`config.mk`:
```
export PLATFORM = sky130hd
export DESIGN_NAME = servo_slew_ctrl
export DESIGN_NICKNAME = d
export VERILOG_FILES = /design/src/rtl/servo_slew_ctrl_pkg.sv /design/src/rtl/servo_pos_to_width.sv /design/src/rtl/servo_slew_ctrl.sv
export SDC_FILE = /design/constraint.sdc
export NUM_CORES = 1
export LEC_CHECK = 0
export ABC_AREA = 1
export CORE_ASPECT_RATIO = 1.1
export CORE_MARGIN = 2
export CORE_UTILIZATION = 23
export DETAILED_ROUTE_END_ITERATION = 10
export GPL_TIMING_DRIVEN = 0
export SYNTH_ARGS = -nofsm -noshare
export SYNTH_HDL_FRONTEND = slang
export SYNTH_HIERARCHICAL = 1
export SYNTH_SLANG_ARGS = --single-unit
export TNS_END_PERCENT = 10
```
`constraint.sdc`:
```
create_clock -name clock_clk -period 5.4 [get_ports clock_clk]
set_clock_uncertainty 0.15 [all_clocks]
set_input_delay 1.35 -clock clock_clk [delete_from_list [all_inputs] [get_ports clock_clk]]
set_output_delay 1.35 -clock clock_clk [all_outputs]
set_load 0.005 [all_outputs]
```
`src/rtl/servo_slew_ctrl_pkg.sv`:
```
// ============================================================================
// servo_pkg : shared constants, types and FSM encoding for the servo command path
// Rev 1.0
// ============================================================================
`default_nettype none

package servo_pkg;

  localparam int unsigned CLK_HZ    = 50_000_000;
  localparam int unsigned POS_W     = 8;
  localparam int unsigned PW_W      = 32;
  localparam int unsigned MIN_PULSE = 50_000;
  localparam int unsigned MAX_PULSE = 100_000;
  localparam int unsigned POS_SCALE = 196;
  localparam int unsigned SLEW_STEP = 2_000;
  // Mid-scale position; the servo parks here out of reset
  localparam int unsigned CENTER    = MIN_PULSE + (2 ** (POS_W - 1)) * POS_SCALE;

  typedef logic [PW_W-1:0]  pw_t;
  typedef logic [POS_W-1:0] pos_t;

  typedef enum logic [1:0] {
    IDLE  = 2'd0,
    ARMED = 2'd1,
    RAMP  = 2'd2
  } state_t;

endpackage

`default_nettype wire

```
`src/rtl/servo_pos_to_width.sv`:
```
// ============================================================================
// servo_pos_to_width : maps a position command to a clamped pulse width in clocks
// Rev 1.0
// ============================================================================
`default_nettype none

module servo_pos_to_width #(
  parameter int unsigned POS_W     = servo_pkg::POS_W,
  parameter int unsigned PW_W      = servo_pkg::PW_W,
  parameter int unsigned MIN_PULSE = servo_pkg::MIN_PULSE,
  parameter int unsigned MAX_PULSE = servo_pkg::MAX_PULSE,
  parameter int unsigned POS_SCALE = servo_pkg::POS_SCALE
) (
  input  logic [POS_W-1:0] pos,
  output logic [PW_W-1:0]  width
);

  logic [PW_W-1:0] w_raw;

  assign w_raw = PW_W'(MIN_PULSE) + PW_W'(pos) * PW_W'(POS_SCALE);
  assign width = (w_raw > PW_W'(MAX_PULSE)) ? PW_W'(MAX_PULSE) : w_raw;

endmodule

`default_nettype wire

```
`src/rtl/servo_slew_ctrl.sv`:
```
// ============================================================================
// servo_slew_ctrl : accepts position commands and slews the PWM pulse width once per frame
// Rev 1.0
// ============================================================================
`default_nettype none

module servo_slew_ctrl #(
  parameter int unsigned POS_W     = servo_pkg::POS_W,
  parameter int unsigned PW_W      = servo_pkg::PW_W,
  parameter int unsigned MIN_PULSE = servo_pkg::MIN_PULSE,
  parameter int unsigned MAX_PULSE = servo_pkg::MAX_PULSE,
  parameter int unsigned POS_SCALE = servo_pkg::POS_SCALE,
  parameter int unsigned SLEW_STEP = servo_pkg::SLEW_STEP
) (
  input  logic             clock_clk,
  input  logic             reset_low,
  input  logic             cmd_valid,
  input  logic [POS_W-1:0] cmd_pos,
  output logic             cmd_ready,
  input  logic             frame_tick,
  output logic [PW_W-1:0]  pulse_width,
  output logic             at_target,
  output logic             busy
);

  import servo_pkg::*;

  localparam logic [PW_W-1:0]   c_center   = PW_W'(MIN_PULSE + (2 ** (POS_W - 1)) * POS_SCALE);
  localparam logic [PW_W-1:0]   c_step     = PW_W'(SLEW_STEP);
  localparam logic signed [PW_W:0] c_step_pos = (PW_W + 1)'(SLEW_STEP);
  localparam logic signed [PW_W:0] c_step_neg = -c_step_pos;

  state_t          r_state;
  state_t          w_state_nxt;
  logic [PW_W-1:0] r_pulse_width;
  logic [PW_W-1:0] r_target;
  logic [PW_W-1:0] r_pend_width;
  logic            r_pending;
  logic            r_at_target;
  logic            r_busy;

  logic [PW_W-1:0]   w_map_width;
  logic [PW_W-1:0]   w_eff_target;
  logic [PW_W-1:0]   w_step_width;
  logic signed [PW_W:0] w_diff;
  logic              w_accept;
  logic              w_landed;

  servo_pos_to_width #(
    .POS_W     (POS_W),
    .PW_W      (PW_W),
    .MIN_PULSE (MIN_PULSE),
    .MAX_PULSE (MAX_PULSE),
    .POS_SCALE (POS_SCALE)
  ) u_map (
    .pos   (cmd_pos),
    .width (w_map_width)
  );

  assign w_accept     = cmd_valid & ~r_pending;
  // A pending command retargets on the same tick that consumes it
  assign w_eff_target = r_pending ? r_pend_width : r_target;
  assign w_diff       = $signed({1'b0, w_eff_target}) - $signed({1'b0, r_pulse_width});
  assign w_landed     = (w_step_width == w_eff_target);

  always_comb begin
    w_step_width = w_eff_target;
    if (w_diff > c_step_pos) begin
      w_step_width = r_pulse_width + c_step;
    end else if (w_diff < c_step_neg) begin
      w_step_width = r_pulse_width - c_step;
    end
  end

  always_comb begin
    w_state_nxt = r_state;
    case (r_state)
      IDLE: begin
        if (w_accept) w_state_nxt = ARMED;
      end
      ARMED: begin
        if (frame_tick) w_state_nxt = w_landed ? IDLE : RAMP;
      end
      RAMP: begin
        // A new command during a ramp re-arms; the ramp continues from the current width
        if (w_accept)                   w_state_nxt = ARMED;
        else if (frame_tick && w_landed) w_state_nxt = IDLE;
      end
      default: w_state_nxt = IDLE;
    endcase
  end

  always_ff @(posedge clock_clk or negedge reset_low) begin
    if (!reset_low) begin
      r_state       <= IDLE;
      r_pulse_width <= c_center;
      r_target      <= c_center;
      r_pend_width  <= c_center;
      r_pending     <= 1'b0;
      r_at_target   <= 1'b1;
      r_busy        <= 1'b0;
    end else begin
      r_state     <= w_state_nxt;
      r_at_target <= (w_state_nxt == IDLE);
      r_busy      <= (w_state_nxt != IDLE);
      if (frame_tick) begin
        r_pulse_width <= w_step_width;
        if (r_pending) r_target <= r_pend_width;
      end
      if (w_accept) begin
        r_pend_width <= w_map_width;
        r_pending    <= 1'b1;
      end else if (frame_tick) begin
        r_pending <= 1'b0;
      end
    end
  end

  assign cmd_ready   = ~r_pending;
  assign pulse_width = r_pulse_width;
  assign at_target   = r_at_target;
  assign busy        = r_busy;

endmodule

`default_nettype wire

```
==> results.json <==
{
  "cp-start-kind": "flip-flop",
  "synth-edff-count": 0,
  "ios": 47,
  "critical-path-slowest-cell": "dfrtp_2",
  "num_rows": 83,
  "fmax_ghz": 0.1949,
  "hpwl_um": 31430,
  "period_needed_ps": 5131,
  "async_flop_share": 1.000,
  "cts_tree": "yes",
  "hold_path_class": "flip-flop to flip-flop",
  "antenna_found_initial": 0,
  "drv_cap": 0,
  "seq_area_frac_synth": 0.2339,
  "fin_area_um2": 12810,
  "routed-via-count": 11420,
  "critical_path_arrival_ps": 5240,
  "ys_types": 47,
  "path_clk_slew_ps": 70,
  "peakVddDrop_v": 0.0002096,
  "cts_buffers": 9,
  "tns_ps": 0,
  "grt_max_degree": 70,
  "grt_pass1_wl_um": 58640,
  "cp_top_family": "simple AND/OR/NAND/NOR gates",
  "crit_type": "flip-flop to flip-flop",
  "synth_top_area_cell": "nand2_1",
  "critPathMaxStageDelay_ps": 440,
  "final-setup-viol-count": 0,
  "end_kind": "flip-flop",
  "syn_area_per_cell_um2": 6.196,
  "clock_sinks": 101,
  "grt_util_all_layers": 0.1545,
  "postCtsHoldBufs": 0,
  "drt-initial-drc-count": 859,
  "timing_worst_slew_pin_value_ps": 739.0,
  "drive_gt1_frac": 0.1428,
  "synth_ff_type": "dfrtp_1",
  "syn_to_final_growth_pct": 17.45,
  "cts_htree_levels": 3,
  "fp.coreArea_um2": 46730,
  "drtAntennaViolNets": 0,
  "relSlewSlack": 0.5021,
  "nets": 1926,
  "drc_errors": 0,
  "syn_area_um2": 10910,
  "power_density_nw_per_um2": 699.4,
  "n_antenna_cell": 0,
  "required_ps": 5510,
  "hold_violations": 0,
  "placed_area_um2": 12200,
  "finish.utilization": 0.2741,
  "clkLatencyLatePin_ps": 370,
  "io_buffers": 46,
  "path_common_cell": "nand2_1",
  "syn_inst": 1760,
  "wl_per_cell_um": 15.68,
  "die_area_um2": 49180,
  "p_leak_nw": 6.517,
  "clock_path_buffers": 2,
  "gr-total-overflow": 0,
  "via_per_inst": 4.671,
  "timing.critical_path.buf_inv": 5,
  "synth_area_leaders": "nand2_1 20%, dfrtp_1 19%, nand3_1 9.4%",
  "fill_cells": 5222,
  "die_y_um": 232.4,
  "ys_seq_elements": 101,
  "place_congestion": 1.007,
  "drtPass1Iterations": 7,
  "yosys_warnings": 6,
  "clockRootBuffer": "clkbuf_16",
  "outcome": "completed",
  "synthDominantCellAreaShare": 0.1976,
  "drv_slew": 0,
  "finalCritPeriodShare": 0.9502,
  "initial_core_util": 0.2334,
  "grt_pass1_vias": 10850,
  "drt-total-wl_um": 38320,
  "power_mw": 8.959,
  "path_max_fanout": 10,
  "die_w_um": 211.6,
  "timing.hold.ws_ps": 338.2
}
==> sequential cells by signal, summed over array words and instances (netlist names) <==
signal / cells
at_target: 1
busy: 1
pulse_width: 32
r_pend_width: 32
r_pending: 1
r_state: 2
r_target: 32
==> synthesized netlist by cell type (all sizes together), types with 2 or more instances <==
master and count:
ha 66, nand2 586, or2 39, inv 262, nand3b 16, dfrtp 82, mux2 32, nand3 208
xnor2 5, nor2 147, clkbuf 26, and2 6, dfstp 19, o21bai 2, xor2 44, nand4 17
a21oi 30, buf 35, fa 4, nor4 6, nor3 14, o21ai 105
==> cell families (layout without fill, tap and decap cells) <==
kind of cell | count (synthesis) | after routing | synth area share
fa+ha+maj | 70 | 70 | 0.08307
other cells | 1 | 17 | 0.0003439
buf+inv | 324 | 396 | 0.1220
flops | 101 | 101 | 0.2339
compound gates | 141 | 141 | 0.06746
simple gates | 1041 | 1042 | 0.4199
mux | 33 | 33 | 0.03396
xor+xnor | 49 | 49 | 0.03935
==> placed cells by master (no fill, tap or decap), types with 7 or more instances in the layout <==
| master | synthesis | layout |
|---|---|---|
| clkbuf_2 | 0 | 7 |
| buf_4 | 20 | 30 |
| inv_1 | 245 | 244 |
| ha_1 | 66 | 50 |
| o21ai_0 | 99 | 78 |
| o21ai_2 | 2 | 18 |
| clkdlybuf4s50_1 | 0 | 44 |
| o21ai_1 | 4 | 9 |
| nand3_1 | 205 | 205 |
| or2_2 | 36 | 36 |
| nand2_1 | 574 | 571 |
| conb_1 | 1 | 17 |
| dfrtp_1 | 82 | 81 |
| clkbuf_1 | 26 | 18 |
| nor3_1 | 12 | 12 |
| nand2_2 | 8 | 12 |
| clkbuf_16 | 0 | 9 |
| nor2_2 | 21 | 28 |
| a21oi_1 | 28 | 27 |
| nand4_1 | 17 | 17 |
| nor2_1 | 124 | 115 |
| nand3b_1 | 16 | 16 |
| inv_2 | 17 | 18 |
| dfstp_2 | 19 | 19 |
| xor2_1 | 44 | 44 |
| mux2_2 | 32 | 32 |
| ha_2 | 0 | 10 |
==> worst reg2reg max path, delay by kind of cell (launching register included) <==
family	cells	cell delay, ps
xor gates and xnor gates	1	210
DFF	1	440
AOI/OAI and AO/OA	1	180
buffers and inverters	5	770
and+or+nand+nor	21	2870
adders and majority gates	1	410
==> path summary, 6_finish.rpt <==
path                         startpoint         endpoint  cells after the start  slack (ps)
setup / recovery              r_pending       r_state[1]                     29         270
max in group asynchronous     reset_low  r_pend_width[6]                      2        3530
hold / removal             r_target[14]     r_target[14]                      2         340
min in group asynchronous     reset_low  pulse_width[26]                      1         790
setup reg to reg              r_pending       r_state[1]                     29         270
hold reg to reg            r_target[14]     r_target[14]                      2         340
==> where the power goes <==
| part | total (mW) | internal [mW] | switching, mW | leakage, nW |
|---|---|---|---|---|
| Combinational | 6.90 | 2.42 | 4.48 | 5.19 |
| Sequential | 1.39 | 1.09 | 0.309 | 1.18 |
| Clock | 0.668 | 0.326 | 0.342 | 0.145 |
| Total | 8.96 | 3.83 | 5.13 | 6.52 |
==> cell type report <==
class                   instances  area, um^2  share of cell area
multi-input cells            1352        7303              0.5702
flip-flops and latches        101        2552              0.1993
inverters                     263       987.2             0.07707
well taps                     595       744.5             0.05812
repair buffers                 56       555.5             0.04337
plain buffers                  61       372.9             0.02911
clock buffers                   9       225.2             0.01758
clock inverters                 7       67.56            0.005275
==> what timing repair did <==
item | 4_1_cts | 5_1_grt
pin swaps | 0 | 2
resized for setup | 9 | 91
setup endpoints to repair | 3 | 14
gates cloned | 0 | 1
buffers inserted | 1 | 8
==> through the flow <==
step | cells | setup WS, ps
final | 2444 | 268.8
after global routing | 2444 | -29.81
after CTS | 2435 | 12.76
after detailed placement | 2418 | -271.8
after global placement | 2417 | -1248
after floorplan | 1776 | 803.4
==> routing by layer <==
| layer | up-vias | GRT usage | wire length [um] |
|---|---|---|---|
| li1 | 5688 | - | - |
| met1 | 5273 | 0.1852 | 16160 |
| met2 | 359 | 0.2751 | 18530 |
| met3 | 96 | 0.01147 | 1612 |
| met4 | 0 | 0.08209 | 2023 |
| met5 | - | 0 | 0 |
No activity file was read; power rests on OpenSTA's default activity.
